`config.mk`:
```
export PLATFORM = sky130hd
export DESIGN_NAME = serial_adder
export DESIGN_NICKNAME = d
export VERILOG_FILES = /design/src/rtl/serial_adder.sv
export SDC_FILE = /design/constraint.sdc
export NUM_CORES = 1
export LEC_CHECK = 0
export BUFFER_PORTS_ARGS = -buffer_cell sky130_fd_sc_hd__buf_2
export CAP_MARGIN = 20
export CORE_ASPECT_RATIO = 1.2
export CORE_MARGIN = 2
export CORE_UTILIZATION = 40
export CTS_CLUSTER_SIZE = 14
export DETAILED_ROUTE_END_ITERATION = 10
export GPL_ROUTABILITY_DRIVEN = 0
export PLACE_DENSITY_LB_ADDON = 0.25
export SYNTH_ARGS = -nofsm -noshare
export SYNTH_HDL_FRONTEND = slang
export SYNTH_SLANG_ARGS = --single-unit
export TNS_END_PERCENT = 100
```
`constraint.sdc`:
```
create_clock -name clk -period 1.36 [get_ports clk]
set_input_delay 0.408 -clock clk [delete_from_list [all_inputs] [get_ports clk]]
set_output_delay 0.408 -clock clk [all_outputs]
set_load 0.05 [all_outputs]
```
`src/rtl/serial_adder.sv`:
```
// Bit-serial WIDTH-bit adder: one registered full-adder cell, LSB-first, with
// valid/ready handshakes on operand load and result retrieval.
// Optional signed-overflow output OVF is built when SERIAL_ADDER_OVF_EN is defined.
module serial_adder #(
  parameter int WIDTH = 8
) (
  input  logic             clk,
  input  logic             rst_n,
  input  logic             start_valid,
  output logic             start_ready,
  input  logic [WIDTH-1:0] A,
  input  logic [WIDTH-1:0] B,
  input  logic             Cin,
  output logic [WIDTH-1:0] S,
  output logic             Cout,
  output logic             done_valid,
  input  logic             done_ready,
`ifdef SERIAL_ADDER_OVF_EN
  output logic             busy,
  output logic             OVF
`else
  output logic             busy
`endif
);

  localparam int CW = $clog2(WIDTH + 1);
  localparam logic [CW-1:0] LAST_CNT = CW'(WIDTH - 1);

  typedef enum logic [1:0] {
    IDLE  = 2'd0,
    SHIFT = 2'd1,
    DONE  = 2'd2
  } state_e;

  state_e           state_q, state_d;
  logic [WIDTH-1:0] a_sr_q, a_sr_d;
  logic [WIDTH-1:0] b_sr_q, b_sr_d;
  logic [WIDTH-1:0] sum_sr_q, sum_sr_d;
  logic             carry_q, carry_d;
  logic [CW-1:0]    cnt_q, cnt_d;
  logic [WIDTH-1:0] s_q, s_d;
  logic             cout_q, cout_d;
  logic             done_valid_q, done_valid_d;
`ifdef SERIAL_ADDER_OVF_EN
  logic             ovf_q, ovf_d;
`endif

  logic             bit_s;
  logic             carry_nxt_s;
  logic [WIDTH-1:0] sum_shift_s;

  // Full-adder cell on the current LSB pair plus the stored carry
  always_comb begin
    bit_s       = a_sr_q[0] ^ b_sr_q[0] ^ carry_q;
    carry_nxt_s = (a_sr_q[0] & b_sr_q[0]) | (carry_q & (a_sr_q[0] ^ b_sr_q[0]));
    sum_shift_s = sum_sr_q >> 1;
    sum_shift_s[WIDTH-1] = bit_s;
  end

  // Next-state and datapath update
  always_comb begin
    state_d      = state_q;
    a_sr_d       = a_sr_q;
    b_sr_d       = b_sr_q;
    sum_sr_d     = sum_sr_q;
    carry_d      = carry_q;
    cnt_d        = cnt_q;
    s_d          = s_q;
    cout_d       = cout_q;
    done_valid_d = done_valid_q;
`ifdef SERIAL_ADDER_OVF_EN
    ovf_d        = ovf_q;
`endif
    case (state_q)
      IDLE: begin
        if (start_valid) begin
          a_sr_d  = A;
          b_sr_d  = B;
          carry_d = Cin;
          cnt_d   = {CW{1'b0}};
          state_d = SHIFT;
        end else begin
          state_d = IDLE;
        end
      end
      SHIFT: begin
        a_sr_d   = a_sr_q >> 1;
        b_sr_d   = b_sr_q >> 1;
        sum_sr_d = sum_shift_s;
        carry_d  = carry_nxt_s;
        cnt_d    = cnt_q + CW'(1);
        if (cnt_q == LAST_CNT) begin
          // Last bit: the MSB pair is in bit 0, so carry_q is the carry into the MSB
          state_d      = DONE;
          s_d          = sum_shift_s;
          cout_d       = carry_nxt_s;
          done_valid_d = 1'b1;
`ifdef SERIAL_ADDER_OVF_EN
          ovf_d        = carry_q ^ carry_nxt_s;
`endif
        end else begin
          state_d = SHIFT;
        end
      end
      DONE: begin
        if (done_ready) begin
          state_d      = IDLE;
          done_valid_d = 1'b0;
        end else begin
          state_d = DONE;
        end
      end
      default: begin
        state_d      = IDLE;
        done_valid_d = 1'b0;
      end
    endcase
  end

  // State and datapath registers
  always_ff @(posedge clk or negedge rst_n) begin
    if (!rst_n) begin
      state_q      <= IDLE;
      a_sr_q       <= {WIDTH{1'b0}};
      b_sr_q       <= {WIDTH{1'b0}};
      sum_sr_q     <= {WIDTH{1'b0}};
      carry_q      <= 1'b0;
      cnt_q        <= {CW{1'b0}};
      s_q          <= {WIDTH{1'b0}};
      cout_q       <= 1'b0;
      done_valid_q <= 1'b0;
`ifdef SERIAL_ADDER_OVF_EN
      ovf_q        <= 1'b0;
`endif
    end else begin
      state_q      <= state_d;
      a_sr_q       <= a_sr_d;
      b_sr_q       <= b_sr_d;
      sum_sr_q     <= sum_sr_d;
      carry_q      <= carry_d;
      cnt_q        <= cnt_d;
      s_q          <= s_d;
      cout_q       <= cout_d;
      done_valid_q <= done_valid_d;
`ifdef SERIAL_ADDER_OVF_EN
      ovf_q        <= ovf_d;
`endif
    end
  end

  assign start_ready = (state_q == IDLE);
  assign busy        = (state_q == SHIFT) || (state_q == DONE);
  assign S           = s_q;
  assign Cout        = cout_q;
  assign done_valid  = done_valid_q;
`ifdef SERIAL_ADDER_OVF_EN
  assign OVF         = ovf_q;
`endif

endmodule

```
# After elaboration in Yosys (flattened, before gate mapping)
# Cells that the tools add are included.
totals:
  regBits: 41
  word_cells: 43
op_classes:
  add_sub_neg: 1
  n_eq_ne: 6
  muxes: 15
  n_bitwise: 6
  reduce_logical: 6
op_table:
  columns: ["cell", "n"]
  rows:
  - ["$pmux 8 s2", 2]
  - ["$mux 8", 2]
  - ["$pmux 4 s2", 1]
  - ["$ne 2x2->1 const B", 3]
  - ["$pmux 2 s3", 1]
  - ["$add 4x1->4 const B", 1]
  - ["$eq 4x3->1 const B", 1]
  - ["$mux 1", 4]
  - ["$mux 2", 2]
  - ["$mux 4", 1]
  - ["$reduce_and 2->1", 2]
  - ["$pmux 1 s3", 1]
  - ["$reduce_and 3->1", 1]
  - ["$and 1x1->1", 2]
  - ["$eq 2x1->1 const B", 1]
  - ["$eq 2x2->1 const B", 1]
  - ["$logic_not 2->1", 1]
  - ["$pmux 1 s2", 1]
  - ["$reduce_bool 2->1", 1]
  - ["$xor 1x1->1", 2]
  - ["$logic_or 1x1->1", 1]
  - ["$not 1->1", 1]
  - ["$or 1x1->1", 1]

# Longest topological paths before layout
depth:
  ltp_word: 4
  ltp_mapped: 7

# Worst setup path before layout
# No wires, ideal clock.
synth_path:
  path_type: "reg-to-reg"
  startpoint: "register state_q[0]"
  endpoint: "register a_sr_q[3]"
  setup_ns: 0.127
  arrival_ns: 1.713
  t_required_ns: 1.233
  slack_ns: -0.480
  stages_incl_launch_ff: 7
  path_buffers: 2
  cell_sequence: "dfrtp_1 inv_1 ha_1 buf_6 mux2i_4 clkbuf_2 o21ai_0"
synth_between:
  elab_chain_cells: 3
  word_cells_on_any_way: 6
  classes_between: "eq/ne: 2; mux: 1; reduce/logical: 3"
synth_rtl:
  columns: ["item", "line_no", "source"]
  rows:
  - ["from (decl)", "35", "state_e state_q, state_d;"]
  - ["from (signal assigned)", "136", "state_q <= state_d;"]
  - ["$logic_not 2->1 *", null, null]
  - ["net start_ready", "10", "output logic start_ready,"]
  - ["$ne 2x2->1 (no source line) or $reduce_bool 2->1 (tied branches)", null, null]
  - ["$reduce_and 2->1 (no source line)", null, null]
  - ["to (signal assigned)", "124", "a_sr_q <= {WIDTH{1'b0}};"]
  - ["to (signal assigned)", "137", "a_sr_q <= a_sr_d;"]
  - ["to (decl)", "36", "logic [WIDTH-1:0] a_sr_q, a_sr_d;"]
# The timed path passes the listed nets; every way through them passes the cells marked *.
# A chain may end at the register's enable or synchronous reset.

# Worst setup path in the final report
layout_path:
  startpoint: "register state_q[1]"
  endpoint: "output busy"
layout_between:
  elab_chain_cells: 2
  word_cells_on_any_way: 3
  classes_between: "eq/ne: 2; reduce/logical: 1"
layout_rtl:
  columns: ["item", "line_no", "source"]
  rows:
  - ["$eq 2x1->1 or $eq 2x2->1 (tied branches)", "152", "assign busy = (state_q == SHIFT) || (state_q == DONE);"]
  - ["$logic_or 1x1->1 *", "152", null]
  - ["to (decl)", "22", "output logic busy"]
# Mark *: on every way between the ends. The rest lies on a longest branch, timed or not.

==> results.cfg <==
[synth]
synthAdderAreaFrac = 0.0447
synth_top_family_by_area = multiplexers
synth_nets = 178
ys_seq_elements = 40
muxShareOfSynthArea = 0.191
syn_avg_cell_area_um2 = 12.2
ys_types = 28
yosysSeqAreaShare = 0.542
yosysWarnings = 0
synth_compound_area_frac = 0.0826
synth_area_mm2 = 0.00185
synth-xor-area-share = 0
syn_inst = 151
synth-simple-area-share = 0.106

[setup_path]
r2r-start = state_q[1]$_DFF_PN0_
critPathLaunchType = flop
r2r_cells = 7
worst_setup_path_end_kind = primary output
crit_fanout = 2
crit_type = reg2out
worstPathRequired_ps = 950
cp.arrival_ps = 1170
path_buf_inv = 2
cp_cell_sequence = inv_2 > ha_4 > buf_8
reg2reg_to = b_sr_q[2]$_DFFE_PN0P_
reg2reg_slack_ps = -160
cpLargestDelayFamily = flip-flops
slowest_delay_ps = 410
slowest_stage = dfrtp_1

[cts]
clk_pin_slew_worst_paths_ps = 80
clkLatencyLatePin_ps = 300
cts-root-buf = clkbuf_8
cts_buffers = 5
clock-sinks = 40
cts_tree = yes
clock_path_buffers = 2
cts-htree-levels = 2

[floorplanning]
die_area_mm2 = 0.00518
die_y_um = 78.5
die_w_um = 66.1
ios = 33
start_util = 0.408
rows = 27
coreArea_mm2 = 0.00453

[sta]
layout_worst_path_cycle_share = 1.16
finalMaxSlewViolations = 0
worstMarginPinSlew_ps = 283
hold_violations = 0
hold_ws_ps = 76.5
skew_ps = 7.46
rsz0062_at_grt = yes
slew_headroom = 0.811
fin_crit_ps = 1580
fmax_mhz = 633
setup-violations-final = 30
layout_setup_ws_ps = -221

[drt]
num_vias = 1345
drtAntennaViolNets = 0
route.detailed.drc = 0
drt_pass1_iterations = 4
drtIter0Drc = 51
vias_per_cell = 5.08
wl_per_cell_um = 14.4
drt-total-wl_um = 3800

[outcome]
status = finished, violations left
violations = setup timing

[global_routing]
grt_pass1_wl_um = 6020
globalRouteOverflowTotal = 0
grt_max_degree = 41
grt_use_total = 0.154
antenna_found_initial = 0
grt_pass1_vias = 1360

[power]
power_mw = 6.70
leakagePower_nw = 1.36
pwr_density_cell_mw_per_mm2 = 2480
ir_drop_uv = 1290

[placement]
dp_hpwl_um = 2290
placed_area_mm2 = 0.00219
place_ws_ps = -91.9
io_buffers = 32

[cells_and_area]
area_delta_synth_final_pct = 46.0
layout_commonest_cell = dfrtp_1
drive_above_1_share = 0.594
fin_nets = 233
final_cell_mix = dfrtp_1 (39), buf_2 (29), mux2_2 (16)
fin_area_mm2 = 0.00270
diodes = 0

[worst_hold_path]
min_path_type = in2async

[flow_run]
drv_cap = 0
stage by stage:
| stage | instances | setup TNS [ps] | utilization |
|---|---|---|---|
| finish | 265 | -3080 | 0.596 |
| global route | 265 | -4710 | 0.596 |
| CTS | 261 | -4390 | 0.535 |
| detailed placement | 246 | -1520 | 0.484 |
| global placement | 246 | -643 | 0.484 |
| floorplan | 151 | -3130 | - |
flip-flops by register name, indices dropped and copies added, names as in the netlist:
register,count
a_sr_q,8
carry_q,1
done_valid,1
state_q,2
cnt_q,4
S,8
b_sr_q,8
sum_sr_q,7
Cout,1
how the worst max path moves through the flow:
stage                              start               endpoint  slack [ps]  depth (start not counted)
CTS                 state_q[0]$_DFF_PN0_                   busy        -200                          3
global route        state_q[1]$_DFF_PN0_                   busy        -260                          3
detailed placement  state_q[0]$_DFF_PN0_  b_sr_q[4]$_DFFE_PN0P_         -90                          5
floorplan           state_q[1]$_DFF_PN0_   cnt_q[0]$_DFFE_PN0P_        -180                          7
global placement    state_q[0]$_DFF_PN0_  b_sr_q[5]$_DFFE_PN0P_         -50                          5
finish              state_q[1]$_DFF_PN0_                   busy        -220                          3
Yosys cell counts:
cell type | n | area share
nand2_1 | 21 | 0.043
clkbuf_2 | 1 | 0.0027
nand4b_4 | 1 | 0.013
a31oi_1 | 2 | 0.0068
inv_1 | 2 | 0.0041
mux2i_1 | 15 | 0.081
nor2_1 | 1 | 0.0020
mux2_2 | 16 | 0.097
nor2b_1 | 4 | 0.014
nor2b_4 | 1 | 0.0074
mux2i_4 | 1 | 0.012
o32a_1 | 1 | 0.0054
o211ai_2 | 1 | 0.0068
clkbuf_4 | 1 | 0.0041
nor3_1 | 1 | 0.0027
ha_1 | 5 | 0.034
a21oi_1 | 1 | 0.0027
or3b_1 | 1 | 0.0047
fa_1 | 1 | 0.011
buf_2 | 2 | 0.0054
buf_6 | 1 | 0.0061
nand3_1 | 2 | 0.0054
a22oi_1 | 1 | 0.0041
nand3b_1 | 1 | 0.0041
buf_4 | 3 | 0.012
nand2b_1 | 3 | 0.010
o21ai_0 | 21 | 0.057
dfrtp_1 | 40 | 0.54
logic make-up after synthesis:
group | count (synthesis)
simple gates | 36
flops | 40
compound gates | 27
fa+ha+maj | 6
buf+inv | 10
mux | 32
repair_timing:
item	CTS	global route
pin swaps	1	19
gates cloned	2	2
setup buffers	5	2
resized for setup	7	62
endpoints found under the setup margin	38	43
hold buffers	0	0
per-layer routing:
metal,track usage,routed length (um)
met1,0.177,1610
met2,0.268,2000
met3,0.0473,127
met4,0.0551,60
met5,0,0
power breakdown:
part	internal (mW)	total [mW]	switching, mW
clock network	0.600	1.02	0.421
logic	1.83	3.59	1.76
registers	1.69	2.09	0.402
total	4.12	6.70	2.59
area by class of cell:
| cell class | count | area, um2 |
|---|---|---|
| clock inverters | 2 | 38.8 |
| repair buffers | 55 | 504 |
| well taps | 58 | 72.6 |
| multi-input cells | 102 | 991 |
| clock buffers | 6 | 82.6 |
| flip-flops and latches | 40 | 1000 |
| inverters | 2 | 7.51 |
| fillers | 369 | 1830 |
No activity file was read; power rests on OpenSTA's default activity.
